`src/rtl/alu_pkg.sv`:
```
// Shared types for the multi-cycle ALU: op codes, flag layout, FSM states.
package alu_pkg;

    typedef enum logic [2:0] {
        OP_ADD  = 3'd0,
        OP_SUB  = 3'd1,
        OP_NAND = 3'd2,
        OP_NOP  = 3'd3,
        OP_MUL  = 3'd4,
        OP_SHL  = 3'd5,
        OP_SHR  = 3'd6,
        OP_RSV  = 3'd7
    } op_t;

    typedef enum logic [1:0] {
        IDLE = 2'd0,
        BUSY = 2'd1,
        DONE = 2'd2
    } state_t;

    localparam int FN = 3;
    localparam int FZ = 2;
    localparam int FC = 1;
    localparam int FV = 0;

    function automatic logic [3:0] mk_flags(
        input logic n,
        input logic z,
        input logic c,
        input logic v
    );
        logic [3:0] f;
        f     = '0;
        f[FN] = n;
        f[FZ] = z;
        f[FC] = c;
        f[FV] = v;
        return f;
    endfunction

endpackage

```
`src/rtl/alu_core.sv`:
```
// Combinational single-cycle datapath: ADD, SUB, NAND and their flags.
import alu_pkg::*;

module alu_core #(
    parameter int WIDTH = 16
) (
    input  logic [WIDTH-1:0] a,
    input  logic [WIDTH-1:0] b,
    input  op_t              op,
    output logic [WIDTH-1:0] res,
    output logic [3:0]       flags
);

    localparam int MSB = WIDTH - 1;

    logic [WIDTH:0] sum;
    logic           c;
    logic           v;

    always_comb begin
        sum = '0;
        res = '0;
        c   = 1'b0;
        v   = 1'b0;
        case (op)
            OP_ADD: begin
                sum = {1'b0, a} + {1'b0, b};
                res = sum[MSB:0];
                c   = sum[WIDTH];
                v   = (a[MSB] == b[MSB]) && (res[MSB] != a[MSB]);
            end
            OP_SUB: begin
                sum = {1'b0, a} + {1'b0, ~b} + 1'b1;
                res = sum[MSB:0];
                c   = sum[WIDTH];
                v   = (a[MSB] != b[MSB]) && (res[MSB] != a[MSB]);
            end
            OP_NAND: res = ~(a & b);
            default: ;
        endcase
        flags = mk_flags(res[MSB], res == '0, c, v);
    end

endmodule

```
`src/rtl/alu_mc.sv`:
```
// Multi-cycle ALU: single-cycle ops via alu_core, iterative MUL and
// bit-serial shifts, valid/ready handshake on both sides.
import alu_pkg::*;

module alu_mc #(
    parameter int WIDTH = 16
) (
    input  logic             clk,
    input  logic             rst,
    input  logic             in_valid,
    output logic             in_ready,
    input  logic [WIDTH-1:0] a,
    input  logic [WIDTH-1:0] b,
    input  logic [2:0]       op,
    output logic             out_valid,
    input  logic             out_ready,
    output logic [WIDTH-1:0] result,
    output logic [3:0]       flags
);

    localparam int SW = $clog2(WIDTH);
    localparam int CW = SW + 1;

    state_t             state;
    state_t             state_n;
    op_t                op_i;
    op_t                op_q;
    logic [CW-1:0]      cnt;
    logic [CW-1:0]      k;
    logic [2*WIDTH-1:0] acc;
    logic [2*WIDTH-1:0] acc_nx;
    logic [2*WIDTH-1:0] mcand;
    logic [WIDTH-1:0]   mplier;
    logic [WIDTH-1:0]   sh;
    logic [WIDTH-1:0]   sh_nx;
    logic [WIDTH-1:0]   fin_res;
    logic [WIDTH-1:0]   core_res;
    logic [3:0]         core_flags;
    logic               sh_co;
    logic               fin_c;
    logic               accept;
    logic               last;

    assign op_i   = op_t'(op);
    assign k      = {1'b0, b[SW-1:0]};
    assign accept = in_valid && in_ready;
    assign last   = (cnt == CW'(1));

    alu_core #(
        .WIDTH (WIDTH)
    ) u_core (
        .a     (a),
        .b     (b),
        .op    (op_i),
        .res   (core_res),
        .flags (core_flags)
    );

    always_ff @(posedge clk or posedge rst) begin
        if (rst) state <= IDLE;
        else     state <= state_n;
    end

    always_comb begin
        state_n = state;
        unique case (state)
            IDLE: begin
                if (accept) begin
                    if (op_i == OP_MUL)
                        state_n = BUSY;
                    else if ((op_i == OP_SHL || op_i == OP_SHR) && k != '0)
                        state_n = BUSY;
                    else
                        state_n = DONE;
                end
            end
            BUSY: if (last) state_n = DONE;
            DONE: if (out_ready) state_n = IDLE;
            default: state_n = IDLE;
        endcase
    end

    // acc doubles as the product accumulator and the shift register
    always_comb begin
        in_ready = (state == IDLE) && !rst;
        sh       = acc[WIDTH-1:0];
        acc_nx   = acc + (mplier[0] ? mcand : '0);
        if (op_q == OP_SHL) begin
            sh_nx = sh << 1;
            sh_co = sh[WIDTH-1];
        end else begin
            sh_nx = sh >> 1;
            sh_co = sh[0];
        end
        if (op_q == OP_MUL) begin
            fin_res = acc_nx[WIDTH-1:0];
            fin_c   = |acc_nx[2*WIDTH-1:WIDTH];
        end else begin
            fin_res = sh_nx;
            fin_c   = sh_co;
        end
    end

    always_ff @(posedge clk or posedge rst) begin
        if (rst) begin
            out_valid <= 1'b0;
            result    <= '0;
            flags     <= '0;
            acc       <= '0;
            mcand     <= '0;
            mplier    <= '0;
            cnt       <= '0;
            op_q      <= OP_NOP;
        end else begin
            out_valid <= (state_n == DONE);
            if (accept) begin
                op_q <= op_i;
                case (op_i)
                    OP_ADD, OP_SUB, OP_NAND: begin
                        result <= core_res;
                        flags  <= core_flags;
                    end
                    OP_MUL: begin
                        acc    <= '0;
                        mcand  <= {{WIDTH{1'b0}}, a};
                        mplier <= b;
                        cnt    <= CW'(WIDTH);
                    end
                    OP_SHL, OP_SHR: begin
                        acc <= {{WIDTH{1'b0}}, a};
                        cnt <= k;
                        if (k == '0) begin
                            result <= a;
                            flags  <= mk_flags(a[WIDTH-1], a == '0, 1'b0, 1'b0);
                        end
                    end
                    default: ;
                endcase
            end else if (state == BUSY) begin
                cnt <= cnt - 1'b1;
                if (op_q == OP_MUL) begin
                    acc    <= acc_nx;
                    mcand  <= mcand << 1;
                    mplier <= mplier >> 1;
                end else begin
                    acc[WIDTH-1:0] <= sh_nx;
                end
                if (last) begin
                    result <= fin_res;
                    flags  <= mk_flags(fin_res[WIDTH-1], fin_res == '0, fin_c, 1'b0);
                end
            end
        end
    end

endmodule

```
`config.mk`:
```
export PLATFORM = sky130hd
export DESIGN_NAME = alu_mc
export DESIGN_NICKNAME = d
export VERILOG_FILES = /design/src/rtl/alu_pkg.sv /design/src/rtl/alu_core.sv /design/src/rtl/alu_mc.sv
export SDC_FILE = /design/constraint.sdc
export NUM_CORES = 1
export LEC_CHECK = 0
export ABC_AREA = 1
export BUFFER_PORTS_ARGS = -buffer_cell sky130_fd_sc_hd__buf_2
export CAP_MARGIN = 0
export CORE_ASPECT_RATIO = 1.25
export CORE_MARGIN = 2
export CORE_UTILIZATION = 51
export DETAILED_ROUTE_END_ITERATION = 10
export PLACE_DENSITY = 0.71
export SKIP_LAST_GASP = 1
export SLEW_MARGIN = 20
export SYNTH_ARGS = -nofsm -noshare
export SYNTH_HDL_FRONTEND = slang
export SYNTH_SLANG_ARGS = --single-unit
```
`constraint.sdc`:
```
create_clock -name clk -period 3.3 [get_ports clk]
set_clock_uncertainty 0.2 [all_clocks]
set_input_delay 0.165 -clock clk [delete_from_list [all_inputs] [get_ports clk]]
set_output_delay 0.165 -clock clk [all_outputs]
set_load 0.02 [all_outputs]
```
* Yosys cells after proc, flatten, opt, wreduce, memory -nomap -nowiden
Index checks and enable logic that the tools add are counted.
Operators by class: add/subtract/negate cells 5, muxes and demuxes 39, reductions and logical operators 24, eq/ne operators 19, bitwise logic cells 3
Operators by type and width (count):
- two-way mux 32 bit | 7
- two-way mux 16 bit | 11
- one-hot mux 32 bit (2 select lines) | 1
- logical NOT 16 bit | 3
- one-hot mux 16 bit (3 select lines) | 1
- adder 16 x 16 -> 17 bit | 2
- adder 32 bit | 1
- inverter 16 bit | 2
- one-hot mux 16 bit (2 select lines) | 1
- adder 17 x 1 -> 17 bit (second input constant) | 1
- AND 16 bit | 1
- two-way mux 4 bit | 4
- OR reduction 16 bit | 1
- equality test 3 bit (second input constant) | 5
- two-way mux 2 bit | 5
- two-way mux 5 bit | 2
- one-hot mux 5 bit (2 select lines) | 1
- one-hot mux 4 bit (2 select lines) | 1
- != test 3 x 1 -> 1 bit (second input constant) | 2
- one-hot mux 2 bit (3 select lines) | 1
- AND reduction 3 bit | 2
- nonzero test 2 bit | 3
- equality test 5 x 1 -> 1 bit (second input constant) | 1
- logical AND 1 bit | 5
- 21 further kinds | 26
Word-level totals: bits in registers 111, word-level logic and storage cells 100

* Depth between registers and ports, before layout
depth after elaboration 8, gate-level depth with buffers 24, mapped depth without buffers 22

* Hierarchy
From an unflattened synthesis, not the netlist that was laid out.
Unflattened totals: cell total of the unflattened synthesis 1717, area total of the unflattened synthesis 10541.4 µm²
Modules (own cells, without submodules):
- alu_mc | instances 1, cells an instance 1237, area an instance 8101.5 µm², seq. area each 2780.2 µm²
- alu_core | instances 1, cells an instance 480, area an instance 2439.8 µm², seq. area each 0.0 µm²

* Least setup slack after synthesis
Ideal clock, no wire load.
kind reg-to-reg, start point register mplier[0], end point register result[14], path slack 440 ps, setup time 123 ps, arrival 2537 ps, cell stages (with the launch flop) 20, path through dfrtp_1 clkbuf_1 clkbuf_1 nand2_1 inv_1 ha_1 fa_1 nand3_1 nand3_2 nand2_1 nand2_1 nand2_1 nand2_1 or2_1 nand3_1 nand2_1 nand2_1 o21ai_0 a211oi_1 nor2_1
On the way: cells in the longest elaborated chain, start to end 6
Ends and longest elaborated chain:
- from (decl) | RTL line alu_mc.sv:33 | logic [WIDTH-1:0] mplier;
- from (signal assigned) | RTL line alu_mc.sv:144 | mplier <= mplier >> 1;
- two-way mux 32 bit | RTL line alu_mc.sv:87 | acc_nx = acc + (mplier[0] ? mcand : '0);
- adder 32 bit | RTL line alu_mc.sv:87
- two-way mux 16 bit | RTL line alu_mc.sv:95 | if (op_q == OP_MUL) begin
- two-way mux 16 bit | RTL line alu_mc.sv:148 | if (last) begin
- two-way mux 16 bit | RTL line alu_mc.sv:139 | end else if (state == BUSY) begin
- two-way mux 16 bit | RTL line alu_mc.sv:116 | if (accept) begin
- to (signal assigned) | RTL line alu_mc.sv:120 | result <= core_res;
- to (signal assigned) | RTL line alu_mc.sv:149 | result <= fin_res;
- to (decl) | RTL line alu_mc.sv:17 | output logic [WIDTH-1:0] result,
No other way between the ends. The select of a mux whose other input is x is not followed. A chain may end at the register's enable or synchronous reset.

* Final worst setup path
start point register mplier[0], end point register flags[1]
On the way: cells in the longest elaborated chain, start to end 7
Ends and longest elaborated chain:
- two-way mux 32 bit | RTL line alu_mc.sv:87
- adder 32 bit | RTL line alu_mc.sv:87
- OR reduction 16 bit | RTL line alu_mc.sv:97 | fin_c = |acc_nx[2*WIDTH-1:WIDTH];
- two-way mux 1 bit | RTL line alu_mc.sv:95
- two-way mux 4 bit | RTL line alu_mc.sv:148
- two-way mux 4 bit | RTL line alu_mc.sv:139
- two-way mux 4 bit | RTL line alu_mc.sv:116
- to (signal assigned) | RTL line alu_mc.sv:121 | flags <= core_flags;
- to (signal assigned) | RTL line alu_mc.sv:134 | flags <= mk_flags(a[WIDTH-1], a == '0, 1'b0, 1'b0);
- to (signal assigned) | RTL line alu_mc.sv:150 | flags <= mk_flags(fin_res[WIDTH-1], fin_res == '0, fin_c, 1'b0);
- to (decl) | RTL line alu_mc.sv:18 | output logic [3:0] flags
No other way between the ends. The select of a mux whose other input is x is not followed.

==> flow_summary.yaml <==
setup_path:
  rrSetupSlack_ns: 0.17
  crit_slowest_cell: "dfrtp_1"
  crit_family: "simple AND/OR/NAND/NOR gates"
  path_max_fanout: 22
  end_kind: "register"
  crit_chain: "buf_4, nand2_1, inv_1, ha_1, nand2_1, nor2_1, nand2_1, nor2_1, nand2_1, nand4_1, nand2_1, nor2_1, nand2_1, nor2_1, nand3_1, nand2_1, nand2_1, nand2_1, a21oi_1"
  cp.arrival_ns: 3.18
  rr_worst_depth: 19
  cp.depth: 19
  r2r_start: "mplier[0]$_DFFE_PP0P_"
  crit_buf_inv: 2
  critPathCapture: "flags[1]$_DFFE_PP0P_"
  critPathKind: "reg -> reg"
  crit_start: "mplier[0]$_DFFE_PP0P_"
  crit_required_ns: 3.35
  r2r-end: "flags[1]$_DFFE_PP0P_"
  slowest_delay_ns: 0.39
  cp_common_cell: "nand2_1"
  cp-start-kind: "register"
pwr:
  combinationalPowerShare_pct: 54.3
  netSwitchingFraction_pct: 48.7
  power_leakage_nw: 6.31
  peakVddDrop_mv: 0.402
  p_per_area_mw_per_mm2: 665
  power.share.clock_pct: 15.8
  p_total_mw: 7.59
  pwr-share-seq_pct: 29.9
  p_int_mw: 3.89
  p_sw_mw: 3.70
flow_run:
  maxCapViolations: 0
synth:
  synth_top_area_share_pct: 26.1
  synth_ff_type: "dfrtp_1"
  syn-cell-area_mm2: 0.0104
  ys_ff_latch: 110
  avgSynthCellArea_um2: 6.11
  synth.distinct_cells: 47
  synth-edff-count: 0
  synth_area_leaders: "dfrtp_1 (26%), nand2_1 (21%), inv_1 (9.8%)"
  seq_area_frac_synth_pct: 26.6
  yosysWarnings: 0
  synthesis.nets: 1805
  syn_inst: 1697
  yosysTopAreaCell: "dfrtp_1"
  async_flop_share_pct: 100
floorplanning:
  die_w_um: 132
  core_area_mm2: 0.0200
  die_h_um: 163
  start_util_pct: 51.8
  dieArea_mm2: 0.0215
  rows: 58
  io_pins: 61
clocking:
  cts_root_buffer: "clkbuf_16"
  cts.sinks: 110
  cts_made_buffers: 9
  cts_buffer_depth: 2
  insertion_delay_ns: 0.37
  cts.clk_slew.worst_paths_ns: 0.09
  htree_levels: 3
  cts_tree: "built"
  postCtsSetupRepairBufs: 0
min_path:
  min_path_type: "in -> reg"
timing:
  worstMarginPinSlew_ns: 0.668
  setup_viol: 0
  setup_ws_ns: 0.170
  slew_viol_final: 0
  maxClockFrequency_mhz: 319
  min_period_ns: 3.13
  fin_crit_sh_pct: 94.9
  relSlewSlack_pct: 55.4
  holdWs_ns: 0.0163
  rsz0062_at_grt: "yes"
  final_hold_viol_count: 0
route:
  drt-initial-drc-count: 846
  drtAntennaViolNets: 0
  drc: 0
  routed_wl_um: 33400
  post_drt_wl_per_cell_um: 16.4
  viasPerCell: 5.35
  drtPass1Iterations: 5
  vias: 10883
finish:
  fin_nets: 1867
  final_common_cell: "nand2_1"
  layout_common_cells: "nand2_1 (582), inv_1 (271), nor2_1 (174), dfrtp_1 (108)"
  n_antenna_cell: 0
  synthToLayoutAreaGrowth_pct: 10.2
  layout-drive-gt1-share_pct: 8.73
  stdcell_area_mm2: 0.0114
place:
  preCtsSetupSlack_ns: 0.180
  gp_congestion: 0.980
  hpwl_um: 27100
  placed_cell_area_mm2: 0.0109
  io_buffers: 60
grt:
  grt_usage_pct: 31.5
  grt_pass1_wl_um: 53600
  grt_pass1_vias: 10507
  grt_start_max_net_pins: 73
  antenna_found_initial: 0
  grt_overflow_total: 0
run_status:
  status: "complete, no violations"
[worst min path at each step]
stage / slack (ns) / depth (start not counted) / to / startpoint
after detailed placement: 0.06 / 2 / out_valid$_DFF_PP0_ / rst
after global routing: 0.04 / 3 / mplier[1]$_DFFE_PP0P_ / b[1]
after global placement: 0.06 / 2 / out_valid$_DFF_PP0_ / rst
after CTS: 0.01 / 3 / mcand[0]$_DFFE_PP0P_ / a[0]
after floorplan: 0.1 / 2 / op_q[1]$_DFFE_PP1P_ / op[1]
final: 0.02 / 3 / mcand[0]$_DFFE_PP0P_ / a[0]
[power by group through the flow]
| stage | Clock, mW | Combinational, mW | Sequential (mW) |
|---|---|---|---|
| floorplan | 0 | 2.90 | 2.29 |
| global placement | 0 | 4.01 | 2.27 |
| detailed placement | 0 | 4.03 | 2.27 |
| CTS | 1.21 | 4.08 | 2.25 |
| global route | 1.26 | 4.65 | 2.32 |
| finish | 1.20 | 4.12 | 2.27 |
[sequential cells by signal, summed over array words and instances (netlist names)]
signal	count
mcand	32
cnt	5
op_q	3
result	16
acc	32
mplier	16
flags	3
out_valid	1
state	2
[timing repair]
action,CTS,global route
endpoints found under the setup margin,0,6
hold endpoints to repair,58,0
hold buffers,20,0
gates resized for setup,0,10
[metal layers]
layer  vias to the layer above  GRT usage (%)  share of wire, %
met2                       356           55.3                48
met4                         0           17.6               5.8
met5                         -              0                 0
met3                        99           2.89               4.0
met1                      4967           38.2                42
li1                       5461              -                 -
[worst reg2reg max path, cell delays in order, from the launching register on]
cell,delay (ns)
dfrtp_1,0.39
buf_4,0.22
nand2_1,0.15
inv_1,0.06
ha_1,0.38
nand2_1,0.14
nor2_1,0.27
nand2_1,0.21
nor2_1,0.13
nand2_1,0.11
nand4_1,0.12
nand2_1,0.10
nor2_1,0.10
nand2_1,0.06
nor2_1,0.10
nand3_1,0.08
nand2_1,0.07
nand2_1,0.05
nand2_1,0.06
a21oi_1,0.06
[kinds of logic after synthesis]
group | share of synthesized area [%]
buffers and inverters | 13.3
AND/OR/NAND/NOR | 36.7
adder cells (fa/ha/maj) | 8.55
flip-flops | 26.6
AO/OA/AOI/OAI | 14.3
XOR/XNOR | 0.591
[synthesized netlist by cell type, types with 2 or more instances]
| library cell | n |
|---|---|
| a211oi_1 | 8 |
| a21oi_1 | 49 |
| a21oi_2 | 5 |
| a21oi_4 | 4 |
| a22o_1 | 9 |
| a31oi_1 | 21 |
| buf_2 | 13 |
| buf_4 | 6 |
| buf_6 | 11 |
| clkbuf_1 | 21 |
| dfrtp_1 | 108 |
| dfstp_2 | 2 |
| fa_1 | 3 |
| ha_1 | 66 |
| inv_1 | 272 |
| inv_2 | 12 |
| nand2_1 | 584 |
| nand2_2 | 4 |
| nand3_1 | 104 |
| nand3_2 | 4 |
| nand3b_1 | 4 |
| nand4_1 | 13 |
| nor2_1 | 178 |
| nor2_2 | 4 |
| nor3_1 | 10 |
| nor3_2 | 5 |
| nor4_1 | 5 |
| o211ai_1 | 5 |
| o21a_1 | 3 |
| o21ai_0 | 105 |
| o21ai_1 | 9 |
| o21bai_1 | 10 |
| o221ai_1 | 2 |
| o22ai_1 | 17 |
| or2_1 | 3 |
| or2_2 | 2 |
| xnor2_1 | 4 |
| xor2_1 | 3 |
[through the flow]
stage,std cells,util [%],TNS (ns)
after floorplan,1697,-,0
after detailed placement,1998,54.3,0
final,2034,57.0,0
after CTS,2034,56.9,0
after global placement,1998,54.3,0
after global routing,2034,57.0,-0.0787
[layout make-up]
class / count / area (um2)
fill: 2086 / 8610
multi-input combinational: 1252 / 6260
sequential: 110 / 2760
inverter: 284 / 1070
timing repair buffer: 102 / 678
tap: 270 / 338
clock buffer: 10 / 239
clock inverter: 6 / 86.3
(Power assumes the default switching activity.)
